## src/rtl/writeback_stage.sv

```systemverilog
// writeback_stage
//   Registered writeback stage of the in-order RV32I-class core, between the
//   memory stage and the register file. Decodes whether the instruction
//   writes rd, picks the write data (ALU result, aligned/extended load data
//   or PC+4), suppresses writes to x0 and applies stall/flush.
//
// Parameters
//   XLEN        datapath width (32 or 64)
//   REG_ADDR_W  register index width (<= 5); rd = instruction[7 +: REG_ADDR_W]
//
// Ports
//   clk, rst         core clock, synchronous active-high reset
//   in_valid         memory-stage instruction valid
//   stall, flush     hold / kill stage contents (flush wins)
//   instruction      instruction word from memory stage
//   alu_result       ALU output; low 2 bits are the load byte offset
//   load_data        raw aligned word from data memory
//   pc_plus4         link value for JAL/JALR
//   out_valid        stage holds a valid instruction
//   w_en, rd, wdata  register-file write port
//   illegal_load     valid LOAD with reserved funct3
//   retire_count     (WB_RETIRE_CNT_EN only) count of loaded valid instructions
//
// Optional feature macro: WB_RETIRE_CNT_EN

module writeback_stage #(
  parameter int XLEN       = 32,
  parameter int REG_ADDR_W = 5
) (
  input  logic                  clk,
  input  logic                  rst,
  input  logic                  in_valid,
  input  logic                  stall,
  input  logic                  flush,
  input  logic [31:0]           instruction,
  input  logic [XLEN-1:0]       alu_result,
  input  logic [31:0]           load_data,
  input  logic [XLEN-1:0]       pc_plus4,
  output logic                  out_valid,
  output logic                  w_en,
  output logic [REG_ADDR_W-1:0] rd,
  output logic [XLEN-1:0]       wdata,
  output logic                  illegal_load
`ifdef WB_RETIRE_CNT_EN
  ,
  output logic [31:0]           retire_count
`endif
);

  localparam logic [6:0] OP_LOAD  = 7'b0000011;
  localparam logic [6:0] OP_IMM   = 7'b0010011;
  localparam logic [6:0] OP_REG   = 7'b0110011;
  localparam logic [6:0] OP_LUI   = 7'b0110111;
  localparam logic [6:0] OP_AUIPC = 7'b0010111;
  localparam logic [6:0] OP_JAL   = 7'b1101111;
  localparam logic [6:0] OP_JALR  = 7'b1100111;

  logic [6:0]            opcode;
  logic [2:0]            funct3;
  logic [1:0]            off;
  logic [REG_ADDR_W-1:0] rd_next;
  logic                  is_load;
  logic                  is_link;
  logic                  writes_rd;
  logic                  illegal_next;
  logic                  w_en_next;
  logic [7:0]            ld_byte;
  logic [15:0]           ld_half;
  logic [XLEN-1:0]       load_ext;
  logic [XLEN-1:0]       wdata_next;
  logic                  unused_instr_bits;

  assign opcode  = instruction[6:0];
  assign funct3  = instruction[14:12];
  assign off     = alu_result[1:0];
  assign rd_next = instruction[7 +: REG_ADDR_W];

  // Upper instruction bits (and rd bits beyond REG_ADDR_W) are not needed here.
  assign unused_instr_bits = ^{instruction[31:15], instruction[11:7]};

  assign is_load = (opcode == OP_LOAD);
  assign is_link = (opcode == OP_JAL) || (opcode == OP_JALR);

  always_comb begin
    writes_rd = 1'b0;
    case (opcode)
      OP_LOAD, OP_IMM, OP_REG, OP_LUI, OP_AUIPC, OP_JAL, OP_JALR: writes_rd = 1'b1;
      default: writes_rd = 1'b0;
    endcase
  end

  // Reserved LOAD funct3 values: 011 (LD on RV32), 110, 111.
  assign illegal_next = in_valid && is_load &&
                        ((funct3 == 3'b011) || (funct3 == 3'b110) || (funct3 == 3'b111));

  assign w_en_next = in_valid && writes_rd && (rd_next != '0) && !illegal_next;

  always_comb begin
    ld_byte = load_data[7:0];
    case (off)
      2'd0: ld_byte = load_data[7:0];
      2'd1: ld_byte = load_data[15:8];
      2'd2: ld_byte = load_data[23:16];
      2'd3: ld_byte = load_data[31:24];
      default: ld_byte = load_data[7:0];
    endcase
  end

  // Halfword select ignores off[0]; misalignment is trapped upstream, not here.
  assign ld_half = off[1] ? load_data[31:16] : load_data[15:0];

  // Size casts of signed operands sign-extend, unsigned ones zero-extend.
  // Reserved funct3 returns zero; the write is suppressed anyway.
  always_comb begin
    load_ext = '0;
    case (funct3)
      3'b000:  load_ext = XLEN'($signed(ld_byte));
      3'b100:  load_ext = XLEN'(ld_byte);
      3'b001:  load_ext = XLEN'($signed(ld_half));
      3'b101:  load_ext = XLEN'(ld_half);
      3'b010:  load_ext = XLEN'($signed(load_data));
      default: load_ext = '0;
    endcase
  end

  always_comb begin
    wdata_next = alu_result;
    if (is_load)
      wdata_next = load_ext;
    else if (is_link)
      wdata_next = pc_plus4;
  end

  // rd and wdata load even when the write is suppressed; only the qualifiers
  // (out_valid, w_en, illegal_load) are cleared by flush.
  always_ff @(posedge clk) begin
    if (rst) begin
      out_valid    <= 1'b0;
      w_en         <= 1'b0;
      rd           <= '0;
      wdata        <= '0;
      illegal_load <= 1'b0;
    end else if (flush) begin
      out_valid    <= 1'b0;
      w_en         <= 1'b0;
      illegal_load <= 1'b0;
    end else if (!stall) begin
      out_valid    <= in_valid;
      w_en         <= w_en_next;
      rd           <= rd_next;
      wdata        <= wdata_next;
      illegal_load <= illegal_next;
    end
  end

`ifdef WB_RETIRE_CNT_EN
  // Counts every valid instruction accepted into the stage, writing or not.
  always_ff @(posedge clk) begin
    if (rst)
      retire_count <= '0;
    else if (!flush && !stall && in_valid)
      retire_count <= retire_count + 32'd1;
  end
`endif

endmodule

```

## config.mk

```make
export PLATFORM = sky130hd
export DESIGN_NAME = writeback_stage
export DESIGN_NICKNAME = d
export VERILOG_FILES = /design/src/rtl/writeback_stage.sv
export SDC_FILE = /design/constraint.sdc
export NUM_CORES = 1
export LEC_CHECK = 0
export ABC_AREA = 1
export BUFFER_PORTS_ARGS = -buffer_cell sky130_fd_sc_hd__buf_2
export CORE_ASPECT_RATIO = 1.4
export CORE_MARGIN = 2
export CORE_UTILIZATION = 47
export DETAILED_ROUTE_END_ITERATION = 8
export PLACE_DENSITY = 0.93
export SETUP_SLACK_MARGIN = 0.4
export SYNTH_ARGS = -nofsm -noshare
export SYNTH_HDL_FRONTEND = slang
export SYNTH_SLANG_ARGS = --single-unit
```

## constraint.sdc

```tcl
create_clock -name clk -period 1.36 [get_ports clk]
set_clock_uncertainty 0.15 [all_clocks]
set_input_delay 0.136 -clock clk [delete_from_list [all_inputs] [get_ports clk]]
set_output_delay 0.136 -clock clk [all_outputs]
set_load 0.01 [all_outputs]
```

Word-level counts from Yosys, hierarchy flattened
Index checks and enable logic that the tools add are counted.
Operators by class
  add/sub/neg operators: 0
  multipliers: 0
  div/mod/pow operators: 0
  $lt $le $gt $ge: 0
  eq/ne operators: 17
  shift-type cells: 0
  multiplexer cells: 6
  bitwise logic cells: 2
  reductions and logical operators: 15
Operators by type and width (count)
  one-hot mux 32 bit (5 select lines): 1
  two-way mux 32 bit: 2
  one-hot mux 8 bit (4 select lines): 1
  two-way mux 16 bit: 1
  equality test 7 x 5 -> 1 bit (second input constant): 2
  equality test 7 x 6 -> 1 bit (second input constant): 2
  equality test 7 bit (second input constant): 2
  equality test 3 bit (second input constant): 4
  equality test 7 x 2 -> 1 bit (second input constant): 1
  OR reduction 7 bit: 1
  equality test 3 x 2 -> 1 bit (second input constant): 2
  logical AND 1 bit: 5
  nonzero test 5 bit: 1
  equality test 2 bit (second input constant): 2
  equality test 3 x 1 -> 1 bit (second input constant): 1
  logical NOT 3 bit: 1
  logical OR 1 bit: 3
  equality test 2 x 1 -> 1 bit (second input constant): 1
  logical NOT 2 bit: 1
  NOT 1 bit: 2
  AND reduction 2 bit: 1
  OR reduction 2 bit: 1
  logical NOT 1 bit: 1
  two-way mux 1 bit: 1
Word-level totals
  bits in registers: 40
  latch bits: 0
  bits in writable memories: 0
  memory bits (read-only): 0
  input bits: 133
  word-level logic and storage cells: 45
  memories kept: 0

Logic depth before layout (Yosys ltp)
  depth in word-level cells: 6
  depth in mapped cells: 11

Worst setup path before layout
OpenSTA, ideal clock, no wires.
  kind: input to register
  start: input alu_result[1]
  end: register wdata[22]
  library setup time: 0.066 ns
  data arrival time: 1.018 ns
  data required time: 1.144 ns
  setup slack: 0.125 ns
  stages: 11
  buffers on the path: 2
  path through: buf_6 > inv_4 > nand2_1 > nand2_1 > nand2_2 > nor2_4 > buf_6 > nor2_1 > nand2_1 > nand2_1 > a21oi_2
Between the ends
  word-level cells in the longest chain between the ends: 4
Ends and longest elaborated chain
  start: declaration: RTL line 36  | input logic [XLEN-1:0] alu_result,
  equality test 2 bit (tied with other cells): RTL line 100  | case (off)
  one-hot mux 8 bit (4 select lines): RTL line 100
  one-hot mux 32 bit (5 select lines) *: RTL line 116  | case (funct3)
  two-way mux 32 bit *: RTL line 128  | if (is_load)
  end signal: assignment: RTL line 151  | wdata <= wdata_next;
  end: declaration: RTL line 42  | output logic [XLEN-1:0] wdata,
Mark *: on every way between the ends. The rest lies on a longest branch, timed or not.
A chain may end at the register's enable or synchronous reset.

Worst setup path in the final report
  start: input instruction[14]
  end: register wdata[2]
Between the ends
  word-level cells in the longest chain between the ends: 3
Ends and longest elaborated chain
  start: declaration: RTL line 35  | input logic [31:0] instruction,
  equality test 3 x 2 -> 1 bit (tied with other cells): RTL line 116
  one-hot mux 32 bit (5 select lines) *: RTL line 116
  two-way mux 32 bit *: RTL line 128
Marked as above.

==> run metrics <==
run status=finished with violations; failing checks=hold timing, setup timing; # rows=37; pre-CTS setup slack=-144.4 ps; CTS Sinks=40; port bufs=155; full die area=8095 sq um; Slew Viols, Final=0; Achievable Freq=a little under 700 MHz; compound-gate portion of the synthesized area=11.90%; Ys Warns=0; final net count=slightly below 1000; number of I/O pins=173; CP Cell Sequence=buf_8 -> clkinvlp_4 -> nand3_4 -> inv_6 -> buf_6 -> buf_6 -> nand2_1 -> a21oi_2 -> nor2_1 -> nor2_1; Critical Path Sink Type=register; Die X=76.62 microns; r2r setup slk=330 ps; H-tree Lvls=2; final hold slack=-37.47 ps; required time worst endpoint=1460 ps; Syn-to-layout area delta=77.86%; flops & latches, synth=40; Antenna diodes=0; worst vdd ir=0.7091 mV; clk_lat worst skew=~320 ps; minimum clock period=1450 ps; Final setup viols=2; max-cap violation count=0; Core Area=between 7000 and 8000 sq um; gr ovfl total=0; Mean Syn Cell Area=5.371 sq um; Filler Cell Count=362; asr flop ratio synth=0%; Yosys top cell area share=23.08%; top cells by area, synth=dfxtp_1, nand2_1, inv_1, nand3_1, nor2_1; share of layout cells above drive strength 1=51.07%; first-pass GRT wire length=22.93 mm; CP peak stage delay=320 ps; hold_buf cts=5; crit path launch type=input port; initial core utilization=between 40% and 50%; Die Ht=105.7 microns; post-route ant nets=0; CTS clk-pin slew, worst paths=100 ps; largest family of logic cells by synthesized area=simple AND/OR/NAND/NOR gates; count leader, synth=nand2_1; initial antenna violation count=0; vias in the first global route=4780; Worst EP arrival=between 1500 and 2000 ps; CTS tree=yes; Longest Clk Path Bufs=2; Worst-Margin Slew=slightly below 400 ps; CTS Buf Count=5; Routed wire per std cell=between 20 and 25 microns; drt drc=0; Synth top cells by count=nand2_1, inv_1, nand3_1; worst hold-check path type=input port to register; setup TNS=-94.23 ps; Cell variety after synth=21; PwrDens=683.0 nW/um^2; RSZ-0062 raised after global routing=true; Total Wirelength=18.98 mm; Synth Area in Adders=0%; Rel. slew slack=73.23%; vias per cell=5.986; Mapped Cells=646; Simple-Gate Fraction of Synth Area=45.76%; global placer's final weighted congestion=just over 1; crit path kind=input port to register; First DRT Iteration DRCs=between 700 and 800; Critical Path Slowest Stage Cell=a21oi_2; Leak=3.433 nW; clk root buf=clkbuf_8; sequential share of the synthesized area=23.08%; Total Routing Usage GR=34.61%; Yosys top cell by area=dfxtp_1; DP HPWL=between 8 and 9 mm; xor and xnor area share after synthesis=0%; First-pass DRT Iterations=6; final hold viol count=2; Mapped Area=3470 sq um; number of enable flip-flop cells after synthesis=0; worst-path maximum fanout=5; Tcrit/Tclk final=106.6%; Syn Nets=779; largest net degree at the start of global routing=64; ys flop type=dfxtp_1; post-route setup slack=-89.77 ps; mux cell area share after synthesis=0%; total number of vias=~5600
## routing by layer
layer  routed length [microns]  vias up  GRT usage (%)
met1                      5989     2445          40.34
met5                         0        -              0
met2                      8623      594          59.61
met3                      2326      214          4.366
li1                          -     2344              -
met4                      2037        0          21.82
## power breakdown
group	switching [W]	total [W]	internal (W)	leakage, nW
combinational	0.000820	0.00148	0.000660	3.01
sequential	0.0000627	0.00132	0.00126	0.344
clock	0.000492	0.00141	0.000919	0.0784
## placed cells by master, fill, tap and decap left out, types with 2 or more instances in the layout
master,count
bufinv_16,3
nor2_1,34
inv_8,3
dfxtp_2,40
nand2_8,2
nand2_1,144
dlygate4sd3_1,5
nand2_2,40
inv_4,3
nand2_4,21
nand3_2,18
buf_2,105
buf_4,29
nand3b_1,9
buf_6,53
buf_8,4
nor2_4,16
a21oi_2,27
nand3_4,4
nor2_2,23
a21oi_1,9
clkbuf_8,5
inv_2,8
nand3_1,57
clkbuf_16,4
inv_1,114
o21ai_0,38
buf_16,3
buf_12,12
## state kept, by name, indices dropped and copies added (netlist names)
register	flops
out_valid	1
illegal_load	1
rd	5
wdata	32
w_en	1
## critical path: cells and delay by family
kind / cells / cell delay, ps
buffers and inverters: 5 / 560
and+or+nand+nor: 4 / 520
AOI/OAI and AO/OA: 1 / 320
## per-stage QoR
stage / power [W] / utilization (%) / cells / instance area (sq um)
finish: 0.004215 / 84.90 / 935 / 6171
global route: 0.004318 / 84.90 / 935 / 6171
CTS: 0.003837 / 77.62 / 928 / 5642
detailed placement: 0.002264 / 64.55 / 903 / 4692
global placement: 0.002246 / 64.55 / 903 / 4692
floorplan: 0.001837 / - / 646 / 3665
## cell type report
class / instances / area [sq um] / share of cell area [%]
inverter: 130 / 531.8 / 8.617
timing repair buffer: 215 / 1873 / 30.35
multi-input combinational: 444 / 2624 / 42.52
clock buffer: 5 / 68.82 / 1.115
tap: 97 / 121.4 / 1.967
clock inverter: 3 / 90.09 / 1.460
sequential: 40 / 850.8 / 13.79
timing repair inverter: 1 / 11.26 / 0.1825
## what timing repair did
item	CTS	global route
buffers inserted	8	3
endpoints found under the hold margin	8	2
pin swaps	32	51
cloned	4	4
endpoints found under the setup margin	73	77
gates resized for setup	172	124
## cell families after synthesis
kind of cell	Yosys count
buffers and inverters	162
DFF	40
AOI/OAI and AO/OA	75
and+or+nand+nor	369
## path summary, 6_finish.rpt
kind                          startpoint                endpoint  cells after the start
setup / recovery         instruction[14]   wdata[2]$_SDFFE_PP0P_                     10
hold / removal            instruction[8]      rd[1]$_SDFFE_PP0P_                      3
setup reg to reg   wdata[7]$_SDFFE_PP0P_   wdata[7]$_SDFFE_PP0P_                      2
hold reg to reg   out_valid$_SDFFE_PP0N_  out_valid$_SDFFE_PP0N_                      2
Note: power is estimated with default switching activity, not from simulation.
